### src/rtl/muldiv_unit.sv
// Iterative RV32M multiply/divide unit: radix-2 shift-add multiply and restoring
// divide over one shared 64-bit working register, with a start/busy/done handshake.
module muldiv_unit (
  input  logic        clk_i,
  input  logic        rst_ni,
  input  logic        start_i,
  input  logic [2:0]  funct3_i,
  input  logic [31:0] a_i,
  input  logic [31:0] b_i,
  input  logic        kill_i,
  output logic        busy_o,
  output logic        done_o,
  output logic [31:0] r_o
);

  // state | meaning
  // IDLE  | waiting for start; special cases resolved here
  // RUN   | one shift-add / shift-subtract iteration per cycle, 32 cycles
  // DONE  | done pulse, r holds the new result
  localparam logic [1:0] IDLE = 2'd0;
  localparam logic [1:0] RUN  = 2'd1;
  localparam logic [1:0] DONE = 2'd2;

  logic [1:0]  state_q, state_d;
  logic [4:0]  count_q, count_d;
  logic [2:0]  op_q, op_d;
  logic        neg_q, neg_d;
  logic [63:0] work_q, work_d;
  logic [31:0] opnd_q, opnd_d;
  logic [31:0] r_q, r_d;

  logic        is_div_in, a_sgn_in, b_sgn_in, a_neg_in, b_neg_in, neg_in;
  logic [31:0] a_mag_in, b_mag_in;
  logic        div_zero_in, div_ovf_in;
  logic [31:0] special_res;

  always_comb begin
    a_sgn_in = 1'b0;
    b_sgn_in = 1'b0;
    case (funct3_i)
      3'b001:  begin a_sgn_in = 1'b1; b_sgn_in = 1'b1; end
      3'b010:  a_sgn_in = 1'b1;
      3'b100:  begin a_sgn_in = 1'b1; b_sgn_in = 1'b1; end
      3'b110:  begin a_sgn_in = 1'b1; b_sgn_in = 1'b1; end
      default: begin a_sgn_in = 1'b0; b_sgn_in = 1'b0; end
    endcase
  end

  assign is_div_in   = funct3_i[2];
  assign a_neg_in    = a_sgn_in & a_i[31];
  assign b_neg_in    = b_sgn_in & b_i[31];
  assign a_mag_in    = a_neg_in ? (32'd0 - a_i) : a_i;
  assign b_mag_in    = b_neg_in ? (32'd0 - b_i) : b_i;
  // Remainder takes the dividend's sign; everything else the XOR of both.
  assign neg_in      = (is_div_in & funct3_i[1]) ? a_neg_in : (a_neg_in ^ b_neg_in);
  assign div_zero_in = is_div_in & (b_i == 32'd0);
  assign div_ovf_in  = is_div_in & ~funct3_i[0] & (a_i == 32'h8000_0000) &
                       (b_i == 32'hFFFF_FFFF);
  assign special_res = div_zero_in ? (funct3_i[1] ? a_i : 32'hFFFF_FFFF)
                                   : (funct3_i[1] ? 32'd0 : 32'h8000_0000);

  // Multiply: work = {acc, multiplier}; divide: work = {rem, quot}.
  logic [32:0] add_sum;
  logic [63:0] mul_next, div_next, iter_next;
  logic [32:0] rem_sh;
  logic        rem_ge;
  logic [31:0] rem_diff;

  assign add_sum  = {1'b0, work_q[63:32]} + (work_q[0] ? {1'b0, opnd_q} : 33'd0);
  assign mul_next = {add_sum, work_q[31:1]};

  // The shifted remainder needs 33 bits when the divisor exceeds 2^31.
  assign rem_sh   = work_q[63:31];
  assign rem_ge   = rem_sh >= {1'b0, opnd_q};
  assign rem_diff = rem_sh[31:0] - opnd_q;
  assign div_next = rem_ge ? {rem_diff, work_q[30:0], 1'b1} : {work_q[62:0], 1'b0};

  assign iter_next = op_q[2] ? div_next : mul_next;

  logic [63:0] mul_res64;
  logic [31:0] div_sel, div_res, run_res;

  assign mul_res64 = neg_q ? (64'd0 - iter_next) : iter_next;
  assign div_sel   = op_q[1] ? iter_next[63:32] : iter_next[31:0];
  assign div_res   = neg_q ? (32'd0 - div_sel) : div_sel;
  assign run_res   = op_q[2] ? div_res
                   : ((op_q[1:0] == 2'b00) ? mul_res64[31:0] : mul_res64[63:32]);

  always_comb begin
    state_d = state_q;
    count_d = count_q;
    op_d    = op_q;
    neg_d   = neg_q;
    work_d  = work_q;
    opnd_d  = opnd_q;
    r_d     = r_q;
    case (state_q)
      IDLE: begin
        if (start_i) begin
          op_d  = funct3_i;
          neg_d = neg_in;
          if (div_zero_in | div_ovf_in) begin
            r_d     = special_res;
            state_d = DONE;
          end else begin
            state_d = RUN;
            count_d = 5'd0;
            work_d  = {32'd0, (is_div_in ? a_mag_in : b_mag_in)};
            opnd_d  = is_div_in ? b_mag_in : a_mag_in;
          end
        end
      end
      RUN: begin
        work_d  = iter_next;
        count_d = count_q + 5'd1;
        if (count_q == 5'd31) begin
          r_d     = run_res;
          count_d = 5'd0;
          state_d = DONE;
        end
      end
      DONE:    state_d = IDLE;
      default: state_d = IDLE;
    endcase
    // Flush wins over everything, including a start in IDLE.
    if (kill_i) begin
      state_d = IDLE;
      count_d = 5'd0;
      r_d     = r_q;
    end
  end

  always_ff @(posedge clk_i or negedge rst_ni) begin
    if (!rst_ni) begin
      state_q <= IDLE;
      count_q <= 5'd0;
      op_q    <= 3'd0;
      neg_q   <= 1'b0;
      work_q  <= 64'd0;
      opnd_q  <= 32'd0;
      r_q     <= 32'd0;
    end else begin
      state_q <= state_d;
      count_q <= count_d;
      op_q    <= op_d;
      neg_q   <= neg_d;
      work_q  <= work_d;
      opnd_q  <= opnd_d;
      r_q     <= r_d;
    end
  end

  assign busy_o = (state_q != IDLE);
  assign done_o = (state_q == DONE);
  assign r_o    = r_q;

endmodule

### config.mk
export PLATFORM = sky130hd
export DESIGN_NAME = muldiv_unit
export DESIGN_NICKNAME = d
export VERILOG_FILES = /design/src/rtl/muldiv_unit.sv
export SDC_FILE = /design/constraint.sdc
export NUM_CORES = 1
export LEC_CHECK = 0
export ABC_AREA = 0
export ABC_CLOCK_PERIOD_IN_PS = 7000
export BUFFER_PORTS_ARGS = -buffer_cell sky130_fd_sc_hd__buf_2
export CELL_PAD_IN_SITES_DETAIL_PLACEMENT = 1
export CELL_PAD_IN_SITES_GLOBAL_PLACEMENT = 2
export CORE_MARGIN = 8
export CORE_UTILIZATION = 37
export DETAILED_ROUTE_END_ITERATION = 6
export GPL_ROUTABILITY_DRIVEN = 0
export PLACE_DENSITY = 0.8
export REMOVE_ABC_BUFFERS = 1
export SLEW_MARGIN = 10
export SYNTH_ARGS = -nofsm -noshare
export SYNTH_HDL_FRONTEND = slang
export SYNTH_SLANG_ARGS = --single-unit
export TNS_END_PERCENT = 30
### constraint.sdc
create_clock -name clk_i -period 7 [get_ports clk_i]
set_input_delay 1.05 -clock clk_i [delete_from_list [all_inputs] [get_ports clk_i]]
set_output_delay 1.05 -clock clk_i [all_outputs]
set_load 0.01 [all_outputs]
==> impl_results.md <==
- CTS tree: done
- Root Buffer: clkbuf_16
- Power per cell area: 363 nW/um2
- Hold worst-path end: r_o[4]
- Cell Rows: 78
- Postcts setup bufs: 0
- Kind of end point of the critical path: flop
- Io pins: 105
- Clk buf depth: 2
- Tcrit/Tclk final: 91.9%
- Die ar.: 53000 um2
- Sequential area share after synthesis: 20.5%
- Hold path start: r_o[4]
- Req. time, crit path: 7.38 ns
- Ant diodes: 0
- DIE WIDTH: 230 um
- Cell Area, Synth: 17000 um2
- TritonCTS Buffers: 17
- Insertion delay to the later sink of the worst-skew pair: 0.47 ns
- Top post-synthesis cells by area: dfrtp_1 (20%), o21ai_0 (7.2%), a21oi_1 (5.8%), nand2_1 (5.7%), ha_1 (5.2%)
- Final setup violating endpoints: 0
- Min-Delay Path Depth: 1
- Vias/cell: 6.39
- Detailed Place HPWL: 61.0 mm
- Critical path arrival: 6.81 ns
- Hold Crit Class: reg -> reg
- Initial antenna violation count: 2
- Ys async rst share: 100%
- Final ANT Viol Nets: 0
- Final min period: 6.44 ns
- Vias in the first global route: 19102
- PortBufs: 104
- CTS Hold Bufs: 0
- Synth top area share: 20.5%
- Synthesized flop and latch total: 139
- Post-synth EDFFs: 0
- Actual slew at the worst max-slew pin: 1.23 ns
- Hold Slack: 0.496 ns
- Nets: 2493
- Clk sinks: 139
- CTS resizes: 0
- Post-Synthesis Mean Instance Area: 7.27 um2
- Outcome: complete, no violations
- CP max FO: 7
- Max VDD drop: 0.226 mV
- Startpoint Class: flop
- Core Region: 45400 um2
- RSZ-0062 raised after global routing: no
- Max Clock Skew: 0.0132 ns
- Max_slew headroom: 15.9%
- Fmax: 155 MHz
- Post-synthesis cell count: 2337
- Leak Pwr: 0.00742 uW
- Total grt overflow: 0
- Initial Util: 37.4%
- WL per Instance: 26.6 um
- Total Neg Setup Slack: 0 ns
- DIE HEIGHT: 230 um
- Vias: 18938
- Max-cap viol count: 0
- Internal reg-to-reg setup slack: 0.56 ns
- Top FF cell, synth: dfrtp_1
- Number of filler cells placed in the layout: 5706
- H-tree lvl count: 4
- Post-route DRC: 0
- Warnings, synthesis: 0
- Worst setup margin: 0.564 ns
- Routed wire length: 78.9 mm
- Global-route wire length before repair: 119 mm
- Post-synth top area cell: dfrtp_1
- Largest net degree at the start of global routing: 104
- Area growth from synthesis to layout: 9.40%
- Final Max Slew Viols: 0
- First DRT Iteration DRCs: 1661
- Post-synth cell types: 99
- FF-to-FF End: r_o[20]
- Final Hold Viols: 0
- Total track usage: 28.8%
- Layout cells sized above 1: 11.4%
- Pre-CTS WS: 0.704 ns
- Crit Path Class: reg -> reg
- Worst R2R Path Depth: 20
- First-pass DRT Iterations: 6
- Clk slew on worst S/H paths: 0.07 ns
- R2R Path Start: work_q[49]
## per-layer routing
layer / share of wire [%] / vias up / routed length (um) / track usage (%)
li1: - / 8668 / - / -
met1: 44 / 9396 / 34800 / 38.4
met2: 45 / 734 / 35500 / 45.9
met3: 7.0 / 140 / 5540 / 4.88
met4: 3.8 / 0 / 2990 / 11.5
met5: 0 / - / 0 / 0
## worst max path at each step
stage | end | slack (ns) | start | cells past startpoint
2_1_floorplan | r_o[20] | -0.77 | op_q[2] | 13
3_3_place_gp | r_o[20] | 0.87 | work_q[0] | 17
3_5_place_dp | r_o[20] | 0.70 | work_q[49] | 20
4_1_cts | r_o[20] | 0.67 | work_q[49] | 20
5_1_grt | r_o[20] | 0.33 | work_q[49] | 20
6_report | r_o[20] | 0.56 | work_q[49] | 20
## Yosys cell counts (all sizes together) (41+ instances only)
cell type	instances
xor2	64
inv	73
xnor2	98
a21oi	197
buf	45
and2	42
mux2i	48
nand2	256
nand4	41
dfrtp	139
clkbuf	118
nand3	51
nor3	70
nor2	189
ha	71
o21ai	248
## state kept, by name (all words and copies together) (netlist names)
name / cells
r_o: 32
state_q: 2
op_q: 3
opnd_q: 32
work_q: 64
count_q: 5
neg_q: 1
## cell usage in the layout (no fill, tap or decap), types with 11 or more instances in the layout
cell / netlist / final
nand2b_1: 27 / 25
o21ai_0: 245 / 245
a211oi_1: 29 / 29
nor2b_1: 21 / 20
and2_1: 42 / 42
nor4_1: 20 / 20
mux2i_1: 48 / 48
o21bai_1: 11 / 11
mux2_2: 18 / 18
and3_1: 18 / 18
o31ai_1: 32 / 32
ha_1: 71 / 71
nand2_1: 256 / 256
a21o_1: 28 / 28
buf_2: 27 / 102
dfrtp_1: 139 / 136
a31oi_1: 31 / 31
o22ai_1: 16 / 16
a21oi_1: 197 / 197
o221ai_1: 25 / 25
xor2_1: 64 / 64
nand4_1: 40 / 40
nand3_1: 50 / 50
inv_1: 71 / 71
or4_1: 15 / 15
o21a_1: 22 / 22
or3_1: 28 / 28
clkbuf_16: 0 / 17
nor3_1: 69 / 69
o211ai_1: 30 / 30
or2_2: 12 / 12
a22oi_1: 16 / 16
o41ai_1: 15 / 15
xnor2_1: 98 / 98
buf_4: 3 / 53
nor2_1: 189 / 188
## area by class of cell
cell class / count / area, um2 / area share [%]
Inverter: 73 / 274 / 1.47
Multi-Input combinational cell: 1962 / 12600 / 67.7
Sequential cell: 139 / 3480 / 18.8
Timing Repair Buffer: 156 / 920 / 4.95
Clock buffer: 22 / 484 / 2.61
Tap cell: 600 / 751 / 4.04
Clock inverter: 10 / 91.3 / 0.492
## worst max-delay path, stage by stage (launching register included)
cell       delay, ns
dfrtp_1         0.42
ha_1            0.41
a21oi_1         0.26
o21ai_0         0.32
a2111oi_2       0.50
o221ai_2        0.23
nor2_1          0.27
nand2_1         0.09
o21ai_0         0.19
ha_1            0.32
o21a_1          0.20
nand2_1         0.16
or3_1           0.55
nor3_1          0.23
o21ai_1         0.13
or3_1           0.43
or4_1           0.61
o31ai_1         0.31
xor2_1          0.12
a221o_1         0.38
o221ai_1        0.19
## metrics by stage
step                total power (uW)  std cells  utilization [%]  area (um2)
floorplan                       4150       2174                -       16300
global placement                5600       2930             39.7       18000
detailed placement              5670       2930             39.7       18000
CTS                             6640       2962             40.9       18600
global route                    7150       2962             40.9       18600
finish                          6750       2962             40.9       18600
## logic make-up (layout without fill, tap and decap cells)
kind of cell	count (synthesis)	count (layout)	share of synthesized area [%]
flip-flops	139	139	20.5
AO/OA/AOI/OAI	828	828	31.9
multiplexers	68	68	4.29
AND/OR/NAND/NOR	831	831	24.0
adder cells (fa/ha/maj)	73	73	5.47
buffers and inverters	236	261	5.61
XOR/XNOR	162	162	8.35
## report_power, final
group          internal, uW  total [uW]  switching [uW]
clock network           524         934             410
logic                  1560        4590            3030
registers               972        1230             256
No activity file was read; power rests on OpenSTA's default activity.
